$ cat config.mk
export PLATFORM = sky130hd
export DESIGN_NAME = output_collector
export DESIGN_NICKNAME = d
export VERILOG_FILES = /design/src/rtl/output_collector.sv
export SDC_FILE = /design/constraint.sdc
export NUM_CORES = 2
export LEC_CHECK = 0
export ABC_AREA = 1
export CELL_PAD_IN_SITES_DETAIL_PLACEMENT = 0
export CELL_PAD_IN_SITES_GLOBAL_PLACEMENT = 1
export CORE_MARGIN = 1
export CORE_UTILIZATION = 30
export CTS_CLUSTER_DIAMETER = 80
export CTS_CLUSTER_SIZE = 30
export DETAILED_ROUTE_END_ITERATION = 7
export PLACE_DENSITY_LB_ADDON = 0.3
export SYNTH_ARGS = -nofsm -noshare
export SYNTH_HDL_FRONTEND = slang
export SYNTH_SLANG_ARGS = --single-unit
$ cat constraint.sdc
create_clock -name clk -period 21.3 [get_ports clk]
set_input_delay 4.26 -clock clk [delete_from_list [all_inputs] [get_ports clk]]
set_output_delay 4.26 -clock clk [all_outputs]
set_load 0.05 [all_outputs]
$ cat src/rtl/output_collector.sv
// rtl/output_collector.sv - per-PE result slots serialised into addressed writes toward the output buffer
module output_collector #(
    parameter int ROWS         = 4,
    parameter int COLS         = 4,
    parameter int NUM_CH       = 64,
    parameter int CH_BITS      = $clog2(NUM_CH + 1),
    parameter int MAX_N        = 512,
    parameter int N_BITS       = $clog2(MAX_N + 1),
    parameter int DATA_W       = 32,
    parameter int ADDR_BITS    = 24,
    parameter int STALL_THRESH = 12
) (
    input  logic                           clk,
    input  logic                           reset,
    input  logic [ROWS*COLS-1:0]           in_valid,
    input  logic [ROWS*COLS*N_BITS-1:0]    in_row,
    input  logic [ROWS*COLS*N_BITS-1:0]    in_col,
    input  logic [ROWS*COLS*CH_BITS-1:0]   in_channel,
    input  logic [ROWS*COLS*DATA_W-1:0]    in_data,
    input  logic [N_BITS-1:0]              out_width,
    input  logic [N_BITS-1:0]              out_height,
    input  logic [CH_BITS-1:0]             num_channels,
    output logic                           wr_valid,
    input  logic                           wr_ready,
    output logic [ADDR_BITS-1:0]           wr_addr,
    output logic [DATA_W-1:0]              wr_data,
    output logic                           stall_req,
    output logic                           busy,
    output logic                           overflow,
    input  logic                           clear_overflow
);

    localparam int NPE      = ROWS * COLS;
    localparam int IDX_BITS = (NPE > 1) ? $clog2(NPE) : 1;
    localparam int CNT_BITS = $clog2(NPE + 1);

    logic [NPE-1:0]     occ;
    logic [N_BITS-1:0]  slot_row  [NPE];
    logic [N_BITS-1:0]  slot_col  [NPE];
    logic [CH_BITS-1:0] slot_ch   [NPE];
    logic [DATA_W-1:0]  slot_data [NPE];

    logic                 drain_found;
    logic [IDX_BITS-1:0]  drain_idx;
    logic                 drain_en;
    logic [CNT_BITS-1:0]  occ_count;
    logic [ADDR_BITS-1:0] addr_calc;
    logic [NPE-1:0]       occ_next;
    logic [NPE-1:0]       load;
    logic                 lost;

    // Lowest occupied index wins: scanning downward leaves the smallest hit last.
    always_comb begin
        drain_found = 1'b0;
        drain_idx   = '0;
        occ_count   = '0;
        for (int k = NPE - 1; k >= 0; k--) begin
            if (occ[k]) begin
                drain_found = 1'b1;
                drain_idx   = IDX_BITS'(k);
                occ_count   = occ_count + CNT_BITS'(1);
            end
        end
    end

    assign drain_en = drain_found && (!wr_valid || wr_ready);

    assign addr_calc = (ADDR_BITS'(slot_row[drain_idx]) * ADDR_BITS'(out_width)
                        + ADDR_BITS'(slot_col[drain_idx])) * ADDR_BITS'(num_channels)
                       + ADDR_BITS'(slot_ch[drain_idx]);

    // A slot that drains this edge is free to accept a new result on the same edge.
    always_comb begin
        occ_next = '0;
        load     = '0;
        lost     = 1'b0;
        for (int k = 0; k < NPE; k++) begin
            logic cap;
            logic keep;
            cap  = in_valid[k]
                   && (in_row[k*N_BITS +: N_BITS] < out_height)
                   && (in_col[k*N_BITS +: N_BITS] < out_width);
            keep = occ[k] && !(drain_en && (drain_idx == IDX_BITS'(k)));
            if (cap && keep) begin
                lost = 1'b1;
            end
            load[k]     = cap && !keep;
            occ_next[k] = keep || cap;
        end
    end

    always_ff @(posedge clk) begin
        if (reset) begin
            occ       <= '0;
            wr_valid  <= 1'b0;
            wr_addr   <= '0;
            wr_data   <= '0;
            stall_req <= 1'b0;
            overflow  <= 1'b0;
        end else begin
            occ       <= occ_next;
            stall_req <= (occ_count >= CNT_BITS'(STALL_THRESH));
            if (drain_en) begin
                wr_valid <= 1'b1;
                wr_addr  <= addr_calc;
                wr_data  <= slot_data[drain_idx];
            end else if (wr_ready) begin
                wr_valid <= 1'b0;
            end
            if (lost) begin
                overflow <= 1'b1;
            end else if (clear_overflow) begin
                overflow <= 1'b0;
            end
        end
    end

    // Slot payloads are qualified by occ, so they need no reset.
    always_ff @(posedge clk) begin
        for (int k = 0; k < NPE; k++) begin
            if (load[k]) begin
                slot_row[k]  <= in_row[k*N_BITS +: N_BITS];
                slot_col[k]  <= in_col[k*N_BITS +: N_BITS];
                slot_ch[k]   <= in_channel[k*CH_BITS +: CH_BITS];
                slot_data[k] <= in_data[k*DATA_W +: DATA_W];
            end
        end
    end

    assign busy = (|occ) || wr_valid;

endmodule

==> summary.md <==
| Metric | Value |
|---|---|
| Unique cell type count in the Yosys netlist | 47 |
| Max-cap violation count | 0 |
| IO Port Bufs | 1050 |
| Postcts setup bufs | 0 |
| Largest net degree at the start of global routing | 78 |
| Starting DRT DRC Count | 4712 |
| Worst slew pin tran | 1.16 ns |
| Post-synth ARST share | 0 |
| Most used DFF post-synth | edfxtp_1 |
| Final slew viol count | 0 |
| Final Non-Filler Cells | 8182 |
| GPL Wtd Cong | 0.917 |
| Fin crit share | 0.638 |
| Most numerous cell in the Yosys netlist | edfxtp_1 |
| Syn nets | 6278 |
| Gr usage total | 0.271 |
| PnR worst setup slack | 7.71 ns |
| Status | finished clean |
| Post-synth EDFFs | 944 |
| Vias in the first global route | 41600 |
| Filler cell count | 17100 |
| Most common cell on crit path | nand2_1 |
| Clk pin slew, worst setup/hold paths | 0.10 ns |
| Cell row count | 154 |
| Starting Density | 0.302 |
| Yosys top cell area share | 0.533 |
| H-tree depth | 3 |
| Cells after Synth | 4703 |
| Fraction of layout cells with a size suffix above 1 | 0.0551 |
| CTS tree | done |
| Crit path arrival time | 14.18 ns |
| Worst setup SP type | flip-flop |
| Final Util | 0.395 |
| Largest stage delay, worst path | 0.81 ns |
| Gr ovfl total | 0 |
| Wire length per cell | 30.5 microns |
| # hold bufs at CTS | 0 |
| RSZ-0062 raised after global routing | false |
| Post-route DRC | 0 |
| Synth area leaders | edfxtp_1 53%, ha_1 9.8%, fa_1 6.4% |
| Slowest CP cell | nor2_1 |
| Seq/Total Area, Yosys | 0.561 |
| Worst EP required | 21.90 ns |
| Width of the die | 423 microns |
| Worst Hold Class | reg -> reg |
| Crit path capture type | flip-flop |
| Final setup violation count | 0 |
| Setup TNS | 0 ns |
| DR vias | 42000 |
| Yosys top cell by area | edfxtp_1 |
| HPWL after DPL | 190000 microns |
| Flops & latches, synth | 1019 |
| Core Region | 176000 sq um |
| Clk_lat worst skew | 0.75 ns |
| Syn_area_per_cell | 11.3 sq um |
| Worst setup path class | reg -> reg |
| Hold Vio Cnt, Final | 0 |
| Total CTS buffers | 71 |
| Post-synth top cells | 944 x edfxtp_1, 779 x nand2_1, 507 x inv_1 |
| Slew headroom | 0.228 |
| First-pass GRT wire length | 336000 microns |
| Initial antenna violation count | 93 |
| Max Clk Rate | 0.0736 GHz |
| Max clock buf depth | 3 |
| Clock sinks | 1019 |
| Synth Cell Area | 53200 sq um |
| Chip height | 423 microns |
| Worst Path Max Fanout | 54 |
| Fin Clk Skew | 0.0609 ns |
| DR vias/cell | 5.14 |
| Yosys warns | 0 |
| DRT Wirelength | 249000 microns |
| Root Driver | clkbuf_16 |
| Placed Cells | 8000 |
| Tmin final | 13.59 ns |
| Post-DRT Antenna Nets | 0 |
| Pre-antenna DRT Iters | 7 |
| Die ar. | 179000 sq um |
| Net count, final | 7308 |
| Ports | 1051 |
| Worst slack, placed | 7.34 ns |
| Synth-to-Final Area Change | 30.9% |
| Post_cts resized | 0 |
[per-stage QoR]
stage	hold slack, ns	instance area, sq um
global route	0.520	69600
CTS	0.501	69500
finish	0.497	69600
detailed placement	0.489	66800
floorplan	0.542	53200
global placement	0.489	66800
[per-layer routing]
| layer | GRT usage | share of wire | vias up | wire length, microns |
|---|---|---|---|---|
| met3 | 0.0545 | 0.076 | 339 | 19000 |
| met5 | 0 | 0.00074 | - | 185 |
| met1 | 0.345 | 0.40 | 21000 | 101000 |
| met2 | 0.450 | 0.48 | 1889 | 121000 |
| met4 | 0.108 | 0.035 | 28 | 8760 |
| li1 | - | - | 18700 | - |
[state kept, by name, summed over array words and instances (netlist names)]
signal     count
wr_valid       1
overflow       1
stall_req      1
occ           16
slot_row     160
wr_addr       24
wr_data       32
slot_data    512
slot_ch      112
slot_col     160
[logic make-up (layout without fill, tap and decap cells)]
logic type | count (synthesis) | count (layout) | synth area share
AO/OA/AOI/OAI | 727 | 727 | 0.0876
XOR/XNOR | 41 | 41 | 0.00675
adder cells (fa/ha/maj) | 584 | 584 | 0.161
buffers and inverters | 692 | 1781 | 0.0492
flip-flops | 1019 | 1019 | 0.561
other | 0 | 50 | 0
AND/OR/NAND/NOR | 1640 | 1640 | 0.134
[path summary, 6_finish.rpt]
kind              slack [ns]     endpoint  startpoint  cells after the start
hold / removal          0.50   wr_addr[5]  wr_addr[5]                      2
hold reg to reg         0.50   wr_addr[5]  wr_addr[5]                      2
setup / recovery        7.71  wr_addr[23]     occ[14]                     56
setup reg to reg        7.71  wr_addr[23]     occ[14]                     56
[placed cells by master (no fill, tap or decap), types with 11 or more instances in the layout]
| cell | instances |
|---|---|
| clkbuf_16 | 71 |
| nand3b_1 | 15 |
| inv_6 | 11 |
| a21boi_0 | 13 |
| ha_1 | 415 |
| nor2_4 | 21 |
| nand3_2 | 16 |
| nand2_1 | 774 |
| a21o_1 | 22 |
| o21a_1 | 21 |
| a31oi_1 | 18 |
| a21oi_1 | 166 |
| xor2_1 | 25 |
| nand3_1 | 214 |
| buf_4 | 78 |
| xnor2_1 | 16 |
| inv_1 | 503 |
| o221ai_1 | 27 |
| nor3_1 | 26 |
| o2111ai_1 | 12 |
| nand2_2 | 37 |
| clkinv_8 | 11 |
| o22ai_1 | 118 |
| edfxtp_1 | 944 |
| o21ai_0 | 142 |
| o31ai_1 | 60 |
| nand4_1 | 118 |
| a211oi_1 | 13 |
| nor2_1 | 387 |
| fa_1 | 169 |
| dfxtp_1 | 75 |
| clkdlybuf4s50_1 | 1050 |
| a221oi_1 | 76 |
| diode_2 | 50 |
[worst max-delay path, delay by kind of cell, from the launching register on]
kind	cells	cell delay, ns
flip-flops	1	0.33
AO/OA/AOI/OAI	14	2.99
AND/OR/NAND/NOR	19	2.81
XOR/XNOR	2	0.37
buffers and inverters	9	1.90
adder cells (fa/ha/maj)	12	4.88
[cell type report]
cell class                      instances  area, sq um  area share
Timing Repair Buffer                 1130        11100       0.160
Tap cell                             2340         2930      0.0421
Sequential cell                      1019        29800       0.429
Multi-Input combinational cell       2992        20900       0.301
Clock buffer                           75         1790      0.0257
Clock inverter                         57          890      0.0128
Inverter                              519         1960      0.0282
Antenna cell                           50          125     0.00180
Power is left out: the tool's default activity adds up to more than one toggle a clock period on the data nets, which glitch-free logic cannot reach.
